$ cat src/rtl/serial_reg_bridge.sv
// serial_reg_bridge
// Bridges a 3-wire host shift link (ser_clk / ser_din / ser_sync, plus
// ser_dout) onto a bank of NUM_REGS parallel words in the clk_sys domain.
// Incoming words are committed by a sync event and announced with a
// per-slot strobe; outgoing words are frozen for the duration of a frame.
// Malformed words (short word, overrun) raise a sticky frame_err and, for a
// short word, resynchronise the bridge to slot 0.

module serial_reg_bridge #(
    parameter int WORD_W      = 32,
    parameter int NUM_REGS    = 4,
    parameter int SYNC_STAGES = 2
) (
    input  logic                         clk_sys,
    input  logic                         sys_reset_n,
    input  logic                         ser_clk,
    input  logic                         ser_din,
    input  logic                         ser_sync,
    output logic                         ser_dout,
    input  logic [NUM_REGS*WORD_W-1:0]   out_words,
    output logic [NUM_REGS*WORD_W-1:0]   in_words,
    output logic [NUM_REGS-1:0]          in_wstrb,
    output logic                         frame_done,
    output logic                         frame_err,
    input  logic                         err_clr
);

    localparam int SLOT_W = $clog2(NUM_REGS);
    localparam int CNT_W  = $clog2(WORD_W + 1);

    localparam logic [CNT_W-1:0]  CNT_ZERO  = CNT_W'(0);
    localparam logic [CNT_W-1:0]  CNT_ONE   = CNT_W'(1);
    localparam logic [CNT_W-1:0]  CNT_FULL  = CNT_W'(WORD_W);
    localparam logic [SLOT_W-1:0] SLOT_ZERO = SLOT_W'(0);
    localparam logic [SLOT_W-1:0] SLOT_ONE  = SLOT_W'(1);
    localparam logic [SLOT_W-1:0] SLOT_LAST = SLOT_W'(NUM_REGS - 1);

    // Synchroniser chains; index 0 is the first flop after the pin.
    logic [SYNC_STAGES-1:0] clk_sync_r;
    logic [SYNC_STAGES-1:0] din_sync_r;
    logic [SYNC_STAGES-1:0] sync_sync_r;
    logic                   clk_prev_r;
    logic                   rise_s;

    // One-cycle link event pulses and the data bit that goes with them.
    logic                   shift_ev_r;
    logic                   commit_ev_r;
    logic                   din_ev_r;

    // Word/frame engine state.
    logic [SLOT_W-1:0]      slot_r;
    logic [CNT_W-1:0]       bit_cnt_r;
    logic [WORD_W-1:0]      rx_sh_r;
    logic [WORD_W-1:0]      tx_sh_r;
    logic [WORD_W-1:0]      snap_r     [NUM_REGS];
    logic [WORD_W-1:0]      in_words_r [NUM_REGS];
    logic [NUM_REGS-1:0]    in_wstrb_r;
    logic                   frame_done_r;
    logic                   frame_err_r;

    logic                   word_full_s;
    logic                   err_set_s;

    assign rise_s = clk_sync_r[SYNC_STAGES-1] & ~clk_prev_r;

    // Bring the three host wires into clk_sys through identical chains so
    // data and sync stay aligned with the detected clock edge.
    always_ff @(posedge clk_sys or negedge sys_reset_n) begin
        if (!sys_reset_n) begin
            clk_sync_r  <= '0;
            din_sync_r  <= '0;
            sync_sync_r <= '0;
            clk_prev_r  <= 1'b0;
        end else begin
            clk_sync_r  <= {clk_sync_r[SYNC_STAGES-2:0], ser_clk};
            din_sync_r  <= {din_sync_r[SYNC_STAGES-2:0], ser_din};
            sync_sync_r <= {sync_sync_r[SYNC_STAGES-2:0], ser_sync};
            clk_prev_r  <= clk_sync_r[SYNC_STAGES-1];
        end
    end

    // Turn a synchronised ser_clk rise into a shift or commit pulse.
    always_ff @(posedge clk_sys or negedge sys_reset_n) begin
        if (!sys_reset_n) begin
            shift_ev_r  <= 1'b0;
            commit_ev_r <= 1'b0;
            din_ev_r    <= 1'b0;
        end else begin
            shift_ev_r  <= rise_s & ~sync_sync_r[SYNC_STAGES-1];
            commit_ev_r <= rise_s &  sync_sync_r[SYNC_STAGES-1];
            din_ev_r    <= din_sync_r[SYNC_STAGES-1];
        end
    end

    // Classify the current event: overrun shift or short-word commit.
    always_comb begin
        word_full_s = (bit_cnt_r == CNT_FULL);
        err_set_s   = 1'b0;
        if (shift_ev_r && word_full_s) begin
            err_set_s = 1'b1;
        end else if (commit_ev_r && !word_full_s) begin
            err_set_s = 1'b1;
        end else begin
            err_set_s = 1'b0;
        end
    end

    // Shift, commit and idle-tracking engine. While idle at slot 0 the
    // snapshot follows out_words, so the frame freezes at its first shift.
    always_ff @(posedge clk_sys or negedge sys_reset_n) begin
        if (!sys_reset_n) begin
            slot_r       <= SLOT_ZERO;
            bit_cnt_r    <= CNT_ZERO;
            rx_sh_r      <= '0;
            tx_sh_r      <= '0;
            in_wstrb_r   <= '0;
            frame_done_r <= 1'b0;
            for (int k = 0; k < NUM_REGS; k++) begin
                snap_r[k]     <= '0;
                in_words_r[k] <= '0;
            end
        end else begin
            in_wstrb_r   <= '0;
            frame_done_r <= 1'b0;
            if (shift_ev_r) begin
                // An overrun bit is dropped; only frame_err reacts to it.
                if (!word_full_s) begin
                    rx_sh_r   <= {din_ev_r, rx_sh_r[WORD_W-1:1]};
                    tx_sh_r   <= tx_sh_r >> 1;
                    bit_cnt_r <= bit_cnt_r + CNT_ONE;
                end
            end else if (commit_ev_r) begin
                bit_cnt_r <= CNT_ZERO;
                if (word_full_s) begin
                    in_words_r[slot_r] <= rx_sh_r;
                    in_wstrb_r[slot_r] <= 1'b1;
                    frame_done_r       <= (slot_r == SLOT_LAST);
                    slot_r             <= slot_r + SLOT_ONE;
                end else begin
                    // Short word: throw it away and realign to frame start.
                    slot_r <= SLOT_ZERO;
                end
            end else if (bit_cnt_r == CNT_ZERO) begin
                if (slot_r == SLOT_ZERO) begin
                    for (int k = 0; k < NUM_REGS; k++) begin
                        snap_r[k] <= out_words[k*WORD_W +: WORD_W];
                    end
                    tx_sh_r <= out_words[WORD_W-1:0];
                end else begin
                    tx_sh_r <= snap_r[slot_r];
                end
            end
        end
    end

    // Sticky error flag; a new error wins over a simultaneous clear.
    always_ff @(posedge clk_sys or negedge sys_reset_n) begin
        if (!sys_reset_n) begin
            frame_err_r <= 1'b0;
        end else if (err_set_s) begin
            frame_err_r <= 1'b1;
        end else if (err_clr) begin
            frame_err_r <= 1'b0;
        end
    end

    for (genvar g = 0; g < NUM_REGS; g++) begin : g_pack
        assign in_words[g*WORD_W +: WORD_W] = in_words_r[g];
    end

    assign ser_dout   = tx_sh_r[0];
    assign in_wstrb   = in_wstrb_r;
    assign frame_done = frame_done_r;
    assign frame_err  = frame_err_r;

endmodule

$ cat config.mk
export PLATFORM = sky130hd
export DESIGN_NAME = serial_reg_bridge
export DESIGN_NICKNAME = d
export VERILOG_FILES = /design/src/rtl/serial_reg_bridge.sv
export SDC_FILE = /design/constraint.sdc
export NUM_CORES = 1
export LEC_CHECK = 0
export BUFFER_PORTS_ARGS = -buffer_cell sky130_fd_sc_hd__buf_4
export CAP_MARGIN = 20
export CORE_MARGIN = 2
export CORE_UTILIZATION = 35
export DETAILED_ROUTE_END_ITERATION = 8
export HOLD_SLACK_MARGIN = 0.05
export PLACE_DENSITY = 0.59
export SLEW_MARGIN = 5
export SYNTH_ARGS = -nofsm -noshare
export SYNTH_HDL_FRONTEND = slang
export SYNTH_SLANG_ARGS = --single-unit
$ cat constraint.sdc
create_clock -name clk_sys -period 2.4 [get_ports clk_sys]
set_input_delay 0.12 -clock clk_sys [delete_from_list [all_inputs] [get_ports clk_sys]]
set_output_delay 0.12 -clock clk_sys [all_outputs]
set_load 0.02 [all_outputs]
==> summary.txt, run 1 <==
=================================================================================================================
DP HPWL                                                                                                   23.0 mm
Final setup fails                                                                                               0
Startpoint class of the critical path                                                                   flip-flop
Number of warning messages in the yosys log                                                                     0
Post-Syn Area per Cell                                                                                 14.5 sq um
Capturing element type of the critical path                                                             flip-flop
Die span in y                                                                                              209 um
Largest driver fanout on the critical path                                                                    112
CTS Buffer Depth                                                                                                3
Setup repair after global routing missed its margin                                                            no
Vias post-DR                                                                                                 9555
Number of synthesized flops with an enable pin                                                                  0
Number of maximum-capacitance constraint violations                                                             0
Detail-routed net length per standard cell                                                                18.1 um
Clock sinks                                                                                                   343
Last weighted congestion value of the routability-driven placer                                             0.738
Synthesized-area fraction occupied by and/or/nand/nor cells                                                 4.16%
Minimum hold slack                                                                                       0.198 ns
Crit path required time                                                                                   2.82 ns
Slew HR                                                                                                     43.1%
CTS tree                                                                                                     done
Layout filler cell count                                                                                     3668
Worst Skew                                                                                              0.0128 ns
Clock root buffer                                                                                    sky130_fd_sc_hd__clkbuf_16
Worst Setup Path Type                                                                                flip-flop to flip-flop
Final nets                                                                                                   1566
Die Span X                                                                                                 209 um
Synth Area in XOR/XNOR                                                                                     0.179%
Buffers on Ports                                                                                              268
Flops & latches, synth                                                                                        343
Actual slew at the worst max-slew pin                                                                    0.852 ns
Gates resized, CTS repair                                                                                       0
Share of the cycle needed by the critical path after routing                                                93.6%
Maximum number of pins on one net before global-route repair                                                  113
Arithmetic-cell share of the synthesized area counting full adders, half adders and majority gates         0.511%
Setup tns final                                                                                              0 ns
Status                                                                                               finished clean
Via count of the first global-routing pass                                                                  10136
Initial cell density of the core                                                                            35.3%
DRC Markers                                                                                                     0
Count of boundary I/O pins                                                                                    269
Antenna violations before repair                                                                                2
Clock network latency to the later pin of the worst-skew pair                                             0.54 ns
Leakage dissipation                                                                                       9.71 nW
Proportion of layout cells with a drive suffix above 1                                                      44.0%
Cell count after synthesis                                                                                   1014
Multiplexer area fraction after synthesis                                                                   27.2%
Violation count after the first detailed-route iteration                                                      411
Final wirelength                                                                                          36.2 mm
Top FF cell, synth                                                                                   sky130_fd_sc_hd__dfrtp_1
Upper clock frequency limit                                                                               445 MHz
Post-synthesis net count                                                                                     1154
Length of the first detailed-routing pass in iterations                                                         6
Total standard cell area after synthesis                                                              14700 sq um
Class of the tightest hold or removal check                                                          primary input to asynchronous set/reset pin
Post-CTS clock slew at the launch and capture registers of the worst setup and hold paths                 0.06 ns
Most frequent cells in the layout                                                                    sky130_fd_sc_hd__dfrtp_1 (341), sky130_fd_sc_hd__buf_4 (291), sky130_fd_sc_hd__mux2_2 (141)
Setup fix buffers added after clock tree synthesis                                                              0
Hold violation total from the final report                                                                      0
Remaining number of nets flagged by the antenna check after routing                                             0
First-pass GRT wire length                                                                                58.0 mm
Final standard cell area without fillers                                                              20000 sq um
Final global-route overflow total                                                                               0
Die area                                                                                              43600 sq um
Fraction of the yosys area taken by sequential cells                                                        58.4%
Peak supply drop                                                                                           613 uV
Ys async rst share                                                                                           100%
Largest family of logic cells by synthesized area                                                    multiplexers
Global routing usage summed across all routing layers                                                       16.7%
Area fraction in compound gates after synthesis                                                             6.25%
Post-DP Area                                                                                          17400 sq um
Number of CTS-inserted buffers                                                                                 39
Number of levels in the clock H-tree                                                                            2
Most common cell after layout, fill and taps aside                                                   sky130_fd_sc_hd__dfrtp_1
Min Clock Period, post-route                                                                              2.25 ns
Area growth from synthesis to layout                                                                        36.4%
Crit path arrival time                                                                                    2.67 ns
Cell variety after synth                                                                                       36
Total power density per cell area                                                                     808 nW/um^2
Number of rows created at floorplan                                                                            75
Max Slew Vio Count                                                                                              0
Area inside the core boundary                                                                         41700 sq um
Vias per std cell                                                                                            4.79
=================================================================================================================
[power breakdown]
part | internal [W] | switching [W]
clock | 0.00364 | 0.00233
sequential | 0.00692 | 0.000641
combinational | 0.00156 | 0.00111
total | 0.0121 | 0.00408
[path summary, 6_finish.rpt]
path	startpoint	end	slack, ns	depth (start not counted)
hold / removal	sys_reset_n	in_words[105]$_DFFE_PN0P_	0.20	2
hold reg to reg	sync_sync_r[0]$_DFF_PN0_	sync_sync_r[1]$_DFF_PN0_	0.35	0
setup reg to reg	bit_cnt_r[0]$_DFFE_PN0P_	snap_r[43]$_DFFE_PN0P_	0.15	7
setup / recovery	bit_cnt_r[0]$_DFFE_PN0P_	snap_r[43]$_DFFE_PN0P_	0.15	7
min in group clk_sys	ser_clk	clk_sync_r[0]$_DFF_PN0_	0.24	2
max in group asynchronous	sys_reset_n	in_words[60]$_DFFE_PN0P_	1.43	3
[cell usage after synthesis, types with 2 or more instances]
cell type	n	area (sq um)
sky130_fd_sc_hd__inv_1	11	41.3
sky130_fd_sc_hd__mux2_4	116	1740
sky130_fd_sc_hd__o2bb2ai_1	30	263
sky130_fd_sc_hd__nand2b_1	2	12.5
sky130_fd_sc_hd__nand2_1	105	394
sky130_fd_sc_hd__clkbuf_1	28	105
sky130_fd_sc_hd__buf_1	4	15.0
sky130_fd_sc_hd__nand3_4	4	70.1
sky130_fd_sc_hd__ha_1	6	75.1
sky130_fd_sc_hd__nor2_1	3	11.3
sky130_fd_sc_hd__a211oi_1	30	225
sky130_fd_sc_hd__mux4_2	2	45.0
sky130_fd_sc_hd__nand3_1	5	25.0
sky130_fd_sc_hd__buf_6	24	270
sky130_fd_sc_hd__a22o_1	2	17.5
sky130_fd_sc_hd__nor2b_1	2	12.5
sky130_fd_sc_hd__mux2i_1	62	621
sky130_fd_sc_hd__o21ai_0	8	40.0
sky130_fd_sc_hd__o22ai_1	30	188
sky130_fd_sc_hd__xor2_1	2	17.5
sky130_fd_sc_hd__buf_2	8	40.0
sky130_fd_sc_hd__mux2_2	141	1590
sky130_fd_sc_hd__buf_4	2	15.0
sky130_fd_sc_hd__dfrtp_1	343	8580
sky130_fd_sc_hd__a21oi_1	33	165
[layout make-up]
cell class	instances	area, sq um	area share [%]
flip-flops and latches	343	8590	42.9
multi-input cells	594	5660	28.2
repair buffers	437	3770	18.8
clock buffers	58	1190	5.94
well taps	539	674	3.37
clock inverters	11	109	0.543
inverters	11	41.3	0.206
diodes	2	5.00	0.0250
[metal layers]
metal,GRT usage (%),vias up,routed length (um)
met5,0,-,0
met4,3.57,0,512
met3,3.73,40,1640
met2,26.8,218,16800
met1,23.1,4839,17200
li1,-,4458,-
[worst max-delay path: stages, from the launching register on]
cell and delay (ns):
sky130_fd_sc_hd__dfrtp_1 0.41, sky130_fd_sc_hd__inv_1 0.06, sky130_fd_sc_hd__ha_1 0.21, sky130_fd_sc_hd__nor4b_4 0.15, sky130_fd_sc_hd__and3_2 0.25, sky130_fd_sc_hd__nand2_4 0.08
sky130_fd_sc_hd__buf_12 0.44, sky130_fd_sc_hd__mux2_2 0.41
[flip-flops by register name (all words and copies together), names as in the netlist]
name         count
frame_done       1
din_sync_r       2
tx_sh_r         32
commit_ev_r      1
in_words       128
shift_ev_r       1
slot_r           2
frame_err        1
clk_sync_r       2
rx_sh_r         32
din_ev_r         1
sync_sync_r      2
bit_cnt_r        6
in_wstrb         3
snap_r         128
clk_prev_r       1
[metrics by stage]
step	util, %	setup slack [ns]	total power [W]	std cells
6_report	48.1	0.153	0.0162	1995
5_1_grt	48.1	0.0249	0.0170	1995
4_1_cts	48.1	0.157	0.0164	1993
3_5_place_dp	41.8	0.172	0.0102	1791
3_3_place_gp	41.8	0.244	0.0101	1791
2_1_floorplan	-	0.140	0.00938	1014
[cells by family (layout without fill, tap and decap cells)]
kind of cell / after synthesis / in the layout
AND/OR/NAND/NOR: 128 / 128
other: 0 / 2
multiplexers: 321 / 321
adder cells (fa/ha/maj): 6 / 6
flip-flops: 343 / 343
AO/OA/AOI/OAI: 136 / 136
XOR/XNOR: 3 / 3
buffers and inverters: 77 / 517
[repair_timing]
item                       in CTS  in global routing
hold endpoints to repair      235                  0
setup endpoints to repair       0                  0
hold buffers                  133                  0
No activity file was read; power rests on OpenSTA's default activity.
==> run 2: changes to the inputs <==
--- a/config.mk
+++ b/config.mk
@@ -7,11 +7,14 @@
 export LEC_CHECK = 0
 export BUFFER_PORTS_ARGS = -buffer_cell sky130_fd_sc_hd__buf_4
 export CAP_MARGIN = 20
+export CELL_PAD_IN_SITES_DETAIL_PLACEMENT = 1
+export CELL_PAD_IN_SITES_GLOBAL_PLACEMENT = 1
 export CORE_MARGIN = 2
 export CORE_UTILIZATION = 35
 export DETAILED_ROUTE_END_ITERATION = 8
 export HOLD_SLACK_MARGIN = 0.05
-export PLACE_DENSITY = 0.59
+export PLACE_DENSITY = 0.69
+export RECOVER_POWER = 50
 export SLEW_MARGIN = 5
 export SYNTH_ARGS = -nofsm -noshare
 export SYNTH_HDL_FRONTEND = slang
==> run 2 against run 1 <==
Against the previous run: the run now ends with max-capacitance violations, max-slew violations left; sequential power barely moved; register-to-register slack improved by 0.06 ns; power rose by 1.8%; highest routed layer is now met5; critical path depth did not move; sequential share of layout area rose by 0.42 points; critical endpoint is now in_words[117]$_DFFE_PN0P_; utilization fell by 0.47 points; routed wire length rose by 10%.
==> summary.txt, run 2 (synthesis gave the netlist of run 1 again) <==
========================================================================================================
Switching share of power                                                                           25.9%   +0.69 points
Setup fix buffers added after clock tree synthesis                                                     0   unchanged
Min Clock Period, post-route                                                                     2.19 ns   -0.0565 ns
Post-CTS clock slew at the launch and capture registers of the worst setup and hold paths        0.07 ns   about the same
Clock sinks                                                                                          343   unchanged
Hold Crit Depth                                                                                        2
Setup repair after global routing missed its margin                                                   no
Via count of the first global-routing pass                                                         11023   +8.8%
Antenna violations before repair                                                                       2   unchanged
Final setup fails                                                                                      0   unchanged
Number of levels in the clock H-tree                                                                   2   unchanged
Most frequent cells in the layout                                                           sky130_fd_sc_hd__dfrtp_1 (342), sky130_fd_sc_hd__buf_4 (224), sky130_fd_sc_hd__mux2_2 (141)
Final non-filler cell total                                                                         1992   -0.15%
Endpoint with the worst hold slack                                                          sync_sync_r[0]$_DFF_PN0_
Beginning of the worst hold path                                                                ser_sync
Peak supply drop                                                                                  703 uV   +15%
Layout filler cell count                                                                            4225   +15%
Vias post-DR                                                                                        9799   +2.6%
Buffers on Ports                                                                                     268   unchanged
Worst Skew                                                                                     0.0174 ns   +0.00458 ns
Hold violation total from the final report                                                             0   unchanged
Total power density per cell area                                                            831 nW/um^2   +2.8%
Status                                                                                      complete, but fails checks
Max Slew Vio Count                                                                                    56   +56
Die area                                                                                     43600 sq um   unchanged
Cells along the critical path                                                               inv_1 -> ha_1 -> or4b_4 -> nor2_8 -> nand3_4 -> buf_12 -> mux2_4
Number of maximum-capacitance constraint violations                                                    1   +1
Fraction of power consumed by combinational cells                                                  16.8%   +0.3 points
Final wirelength                                                                                 40.0 mm   +10%
Capturing element type of the critical path                                                    flip-flop
Launching point of the worst reg2reg path                                                   bit_cnt_r[1]$_DFFE_PN0P_
Share of the cycle needed by the critical path after routing                                       91.3%   -2.4 points
DP Cell Count                                                                                       1788   -0.17%
Cell-internal power                                                                             0.0122 W   +0.81%
Class of the tightest hold or removal check                                                 primary input to flip-flop
Final global-route overflow total                                                                      0   unchanged
Share of the core filled with cells                                                                47.6%   -0.47 points
Global routing usage summed across all routing layers                                              18.6%   +2.0 points
CTS Buffer Depth                                                                                       3   unchanged
Die span in y                                                                                     209 um   unchanged
Number of rows created at floorplan                                                                   75   unchanged
Routing usage on met1                                                                              24.4%   +1.3 points
Final nets                                                                                          1563   -0.19%
Actual slew at the worst max-slew pin                                                            1.63 ns   +0.778 ns
Largest driver fanout on the critical path                                                            33   -71%
Area growth from synthesis to layout                                                               35.0%
Grt met3 use                                                                                       4.27%   +0.54 points
Upper clock frequency limit                                                                      456 MHz   +2.6%
Number of CTS-inserted buffers                                                                        39   unchanged
Vias per std cell                                                                                   4.92   +2.7%
Area inside the core boundary                                                                41700 sq um   unchanged
Most common cell after layout, fill and taps aside                                          sky130_fd_sc_hd__dfrtp_1
Register share of total power                                                                      46.1%   -0.6 points
Worst Setup Path Type                                                                       flip-flop to flip-flop
Crit path arrival time                                                                           2.61 ns   -0.06 ns
DRC Markers                                                                                            0   unchanged
DP HPWL                                                                                          24.8 mm   +7.6%
Final standard cell area without fillers                                                     19800 sq um   -0.98%
Violation count after the first detailed-route iteration                                             401   -2.4%
Initial cell density of the core                                                                   35.3%   unchanged
Clock network latency to the later pin of the worst-skew pair                                    0.54 ns   about the same
Last weighted congestion value of the routability-driven placer                                    0.741   +0.39%
Maximum number of pins on one net before global-route repair                                          80   -29%
Crit path required time                                                                          2.82 ns   about the same
First-pass GRT wire length                                                                       64.2 mm   +11%
Leakage dissipation                                                                              9.47 nW   -2.5%
Clock root buffer                                                                           sky130_fd_sc_hd__clkbuf_16
Length of the first detailed-routing pass in iterations                                                4   -2
Net switching component of the power                                                           0.00427 W   +4.6%
Proportion of layout cells with a drive suffix above 1                                             40.2%   -3.8 points
Max stage delay on crit path                                                                     0.53 ns   +0.09 ns
Reg2reg setup slack                                                                              0.21 ns   +0.06 ns
Clock power frac                                                                                   37.1%   +0.2 points
Gates resized, CTS repair                                                                              0   unchanged
Number of cells on the worst reg-to-reg path                                                           7   unchanged
Setup tns final                                                                                     0 ns   unchanged
Standard cell with the maximum stage delay on the critical path                             sky130_fd_sc_hd__or4b_4
CTS tree                                                                                            done
Count of boundary I/O pins                                                                           269   unchanged
Violated checks                                                                             max-capacitance violations, max-slew violations
Critical R2R Capture                                                                        in_words[117]$_DFFE_PN0P_
Slew HR                                                                                           -8.69%   -52 points
Startpoint class of the critical path                                                          flip-flop
Detail-routed net length per standard cell                                                       20.1 um   +11%
Busiest grt layer                                                                                   met2
Die Span X                                                                                        209 um   unchanged
Remaining number of nets flagged by the antenna check after routing                                    0   unchanged
Met2 layer usage reported by global route                                                          31.5%   +4.7 points
Post-DP Area                                                                                 17400 sq um   +0.16%
========================================================================================================
## run 2: changes by cell type in the layout (fill, tap and decap cells not counted), sizes merged
cell / before / now
clkinv: 9 / 10
diode: 2 / 1
buf: 304 / 239
clkinvlp: 0 / 3
clkbuf: 58 / 116
bufinv: 2 / 3
## run 2: metal layers
metal / vias to the layer above / routed length [um] / part of all wire (%)
met5: - / 11 / 0.028
met4: 2 / 550 / 1.4
met3: 41 / 1910 / 4.8
met2: 230 / 19600 / 49
met1: 5084 / 17900 / 45
li1: 4442 / - / -
## run 2: power by group through the flow
stage / sequential [W] / combinational (W) / clock (W)
CTS: 0.00756 / 0.00281 / 0.00630
detailed placement: 0.00766 / 0.00262 / 0
floorplan: 0.00744 / 0.00194 / 0
finish: 0.00759 / 0.00278 / 0.00612
global placement: 0.00759 / 0.00253 / 0
global route: 0.00772 / 0.00306 / 0.00653
## run 2: layout make-up
class / instances / area (sq um) / area share, %
Tap cell: 539 / 674 / 3.40
Antenna cell: 1 / 2.50 / 0.0126
Clock buffer: 54 / 1150 / 5.82
Timing Repair Buffer: 434 / 3560 / 17.9
Inverter: 11 / 41.3 / 0.208
Multi-Input combinational cell: 594 / 5660 / 28.5
Clock inverter: 16 / 166 / 0.839
Sequential cell: 343 / 8590 / 43.3
## run 2: worst max-delay path by stage
stage                                         from                        end  slack, ns  cells past startpoint
after detailed placement  bit_cnt_r[1]$_DFFE_PN0P_   in_words[89]$_DFFE_PN0P_       0.23                      7
after global placement    bit_cnt_r[0]$_DFFE_PN0P_  in_words[111]$_DFFE_PN0P_       0.28                      7
final                     bit_cnt_r[1]$_DFFE_PN0P_  in_words[117]$_DFFE_PN0P_       0.21                      7
after floorplan              slot_r[1]$_DFFE_PN0P_    tx_sh_r[30]$_DFFE_PN0P_       0.14                     10
after CTS                 bit_cnt_r[1]$_DFFE_PN0P_   in_words[44]$_DFFE_PN0P_       0.20                      7
after global routing                   sys_reset_n     snap_r[75]$_DFFE_PN0P_       0.08                      3
## run 2: per-stage QoR
stage,total power [W],hold WS [ns],setup slack [ns]
floorplan,0.00938,-0.176,0.140
global placement,0.0101,0.105,0.283
detailed placement,0.0103,0.113,0.227
CTS,0.0167,0.118,0.204
global route,0.0173,0.222,0.0764
finish,0.0165,0.252,0.209
## run 2: worst max-delay path: cells and delay by family, from the launching register on
family / cells / cell delay [ns]
DFF: 1 / 0.42
muxes: 1 / 0.33
buffers and inverters: 2 / 0.28
adders and majority gates: 1 / 0.15
and+or+nand+nor: 3 / 0.84
## run 2: what timing repair did
item / in CTS / in global routing
setup endpoints to repair: 0 / 0
hold buffers: 133 / 0
endpoints found under the hold margin: 475 / 0
==> run 3: changes to the inputs <==
==> constraint.sdc (replaced) <==
create_clock -name clk_sys -period 2 [get_ports clk_sys]
set_input_delay 0.1 -clock clk_sys [delete_from_list [all_inputs] [get_ports clk_sys]]
set_output_delay 0.1 -clock clk_sys [all_outputs]
set_load 0.02 [all_outputs]
==> run 3 against run 2 <==
Against the previous run: the flow finishes with violations (max-capacitance violations, max-slew violations, negative setup slack); clock power increased by 19%; sequential share of layout area down 1.8 points; sequential cell count unchanged; sequential power grew 21%; maximum frequency grew 3.9%; critical endpoint is now in_words[15]$_DFFE_PN0P_; utilization increased by 2.0 points; clock-buffer cell count rose by 2; global-route usage up 0.54 points; via count rose by 2.8%; critical path depth stayed put; setup slack worse by 0.32 ns.
==> summary.txt, run 3 (synthesis gave the netlist of run 1 again) <==
========================================================================================================
CTS Buffer Depth                                                                                       3   unchanged
Share of the cycle needed by the critical path after routing                                        105%   +14 points
Die span in y                                                                                     209 um   unchanged
Final non-filler cell total                                                                         2033   +2.1%
Final setup fails                                                                                    238   +238
Proportion of layout cells with a drive suffix above 1                                             45.5%   +5.3 points
Leakage dissipation                                                                              10.0 nW   +5.8%
Min Clock Period, post-route                                                                     2.11 ns   -0.0821 ns
Violated checks                                                                             max-capacitance violations, max-slew violations, negative setup slack
Class of the tightest hold or removal check                                                 primary input to flip-flop
Buffers on Ports                                                                                     268   unchanged
Clock network latency to the later pin of the worst-skew pair                                    0.55 ns   about the same
Clock power frac                                                                                   35.6%   -1.5 points
Area growth from synthesis to layout                                                               40.7%
Crit path arrival time                                                                           2.54 ns   -0.07 ns
Status                                                                                      complete, but fails checks
Remaining number of nets flagged by the antenna check after routing                                    0   unchanged
Layout filler cell count                                                                            4149   -1.8%
Worst Skew                                                                                     0.0126 ns   -0.00480 ns
Number of CTS-inserted buffers                                                                        39   unchanged
Total power density per cell area                                                            991 nW/um^2   +19%
Slew HR                                                                                           -7.94%   +0.75 points
Crit path required time                                                                          2.44 ns   -0.38 ns
Maximum number of pins on one net before global-route repair                                          64   -20%
Register share of total power                                                                      44.8%   -1.3 points
Detail-routed net length per standard cell                                                       21.8 um   +8.6%
Via count of the first global-routing pass                                                         11072   +0.44%
CTS tree                                                                                            done
Die area                                                                                     43600 sq um   unchanged
Net switching component of the power                                                           0.00549 W   +29%
Fraction of power consumed by combinational cells                                                  19.6%   +2.8 points
Number of rows created at floorplan                                                                   75   unchanged
Hold violation total from the final report                                                             0   unchanged
Upper clock frequency limit                                                                      474 MHz   +3.9%
DP Cell Count                                                                                       1809   +1.2%
Largest driver fanout on the critical path                                                            33   unchanged
Pre-CTS worst setup slack                                                                      -0.103 ns   -0.330 ns
Cell-internal power                                                                             0.0150 W   +23%
Antenna violations before repair                                                                       4   +2
Area of the multi-input gates                                                                 5720 sq um   +0.97%
Final nets                                                                                          1606   +2.8%
Last weighted congestion value of the routability-driven placer                                    0.737   -0.57%
Worst-case setup margin in the final layout                                                    -0.109 ns   -0.318 ns
Clock root buffer                                                                           sky130_fd_sc_hd__clkbuf_16
First-pass GRT wire length                                                                       65.5 mm   +2.0%
Die Span X                                                                                        209 um   unchanged
Final wirelength                                                                                 44.3 mm   +11%
Global routing usage summed across all routing layers                                              19.2%   +0.54 points
Number of levels in the clock H-tree                                                                   2   unchanged
Number of maximum-capacitance constraint violations                                                    1   unchanged
Most common cell after layout, fill and taps aside                                          sky130_fd_sc_hd__dfrtp_1
Initial cell density of the core                                                                   35.3%   unchanged
Reg2reg setup slack                                                                             -0.11 ns   -0.32 ns
Overall power after layout                                                                      0.0205 W   +24%
Violation count after the first detailed-route iteration                                             357   -11%
Most frequent cells in the layout                                                           sky130_fd_sc_hd__dfrtp_1 (341), sky130_fd_sc_hd__buf_4 (296), sky130_fd_sc_hd__mux2_2 (141)
Peak supply drop                                                                                  739 uV   +5.1%
Area inside the core boundary                                                                41700 sq um   unchanged
Vias post-DR                                                                                       10078   +2.8%
Sequential cell area in the final layout                                                      8590 sq um   about the same
Vias per std cell                                                                                   4.96   +0.77%
Length of the first detailed-routing pass in iterations                                                4   unchanged
Clock sinks                                                                                          343   unchanged
Actual slew at the worst max-slew pin                                                            1.62 ns   -0.0113 ns
Max Slew Vio Count                                                                                    63   +13%
Startpoint class of the critical path                                                          flip-flop
Setup repair after global routing missed its margin                                                  yes
Capturing element type of the critical path                                                    flip-flop
Final global-route overflow total                                                                      0   unchanged
Post-CTS clock slew at the launch and capture registers of the worst setup and hold paths        0.06 ns   about the same
Count of boundary I/O pins                                                                           269   unchanged
Switching share of power                                                                           26.8%   +0.89 points
DP HPWL                                                                                          25.7 mm   +3.7%
Worst Setup Path Type                                                                       flip-flop to flip-flop
DRC Markers                                                                                            0   unchanged
========================================================================================================
run 3: cell types whose count changed in the layout (fill, tap and decap cells not counted), sizes merged:
cell / previous run / this run
inv: 11 / 14
clkinvlp: 3 / 1
clkbuf: 116 / 72
nand2: 105 / 107
clkinv: 10 / 3
buf: 239 / 326
diode: 1 / 3
run 3: path summary, 6_finish.rpt:
path / startpoint / endpoint / cells after the start
max in group asynchronous: sys_reset_n / slot_r[1]$_DFFE_PN0P_ / 2
max reg2reg: bit_cnt_r[1]$_DFFE_PN0P_ / in_words[15]$_DFFE_PN0P_ / 7
max: bit_cnt_r[1]$_DFFE_PN0P_ / in_words[15]$_DFFE_PN0P_ / 7
min: ser_din / din_sync_r[0]$_DFF_PN0_ / 2
min reg2reg: sync_sync_r[0]$_DFF_PN0_ / sync_sync_r[1]$_DFF_PN0_ / 0
min in group asynchronous: sys_reset_n / in_words[70]$_DFFE_PN0P_ / 2
run 3: critical path, cell delays in order (launching register included):
cell                      delay, ns
sky130_fd_sc_hd__dfrtp_1       0.38
sky130_fd_sc_hd__inv_1         0.06
sky130_fd_sc_hd__ha_2          0.17
sky130_fd_sc_hd__or4b_4        0.51
sky130_fd_sc_hd__nor2_8        0.19
sky130_fd_sc_hd__nand3_4       0.10
sky130_fd_sc_hd__buf_12        0.22
sky130_fd_sc_hd__mux2_4        0.33
run 3: through the flow:
| stage | cell area, sq um | TNS, ns | util, % | hold WS, ns |
|---|---|---|---|---|
| 3_3_place_gp | 17600 | -4.82 | 42.3 | 0.107 |
| 4_1_cts | 20300 | -11.19 | 48.7 | 0.116 |
| 3_5_place_dp | 17600 | -9.84 | 42.3 | 0.113 |
| 6_report | 20700 | -12.59 | 49.6 | 0.231 |
| 2_1_floorplan | 14700 | -1.25 | - | -0.196 |
| 5_1_grt | 20700 | -35.82 | 49.6 | 0.244 |
run 3: repair_timing:
item	CTS	global route
endpoints found under the setup margin	158	300
cloned	0	18
pin swaps	0	2
hold endpoints to repair	480	0
hold buffers	133	0
setup buffers	1	3
resized for setup	0	14
run 3: layer usage:
layer | GRT usage, % | routed length [um] | up-vias
met5 | 0 | 13 | -
met4 | 5.42 | 937 | 2
li1 | - | - | 4527
met1 | 24.9 | 19200 | 5256
met2 | 33.0 | 22400 | 230
met3 | 3.38 | 1690 | 63
run 3: final cells by class:
class,count,area share (%)
inverters,11,0.200
repair buffers,475,21.1
flip-flops and latches,343,41.5
well taps,539,3.26
diodes,3,0.0363
clock inverters,10,0.690
multi-input cells,596,27.6
clock buffers,56,5.56
run 3: power groups by stage:
stage	logic, W	registers [W]	clock network [W]
floorplan	0.00233	0.00893	0
global placement	0.00311	0.00910	0
detailed placement	0.00322	0.00918	0
CTS	0.00345	0.00907	0.00746
global route	0.00434	0.00932	0.00777
finish	0.00402	0.00917	0.00731
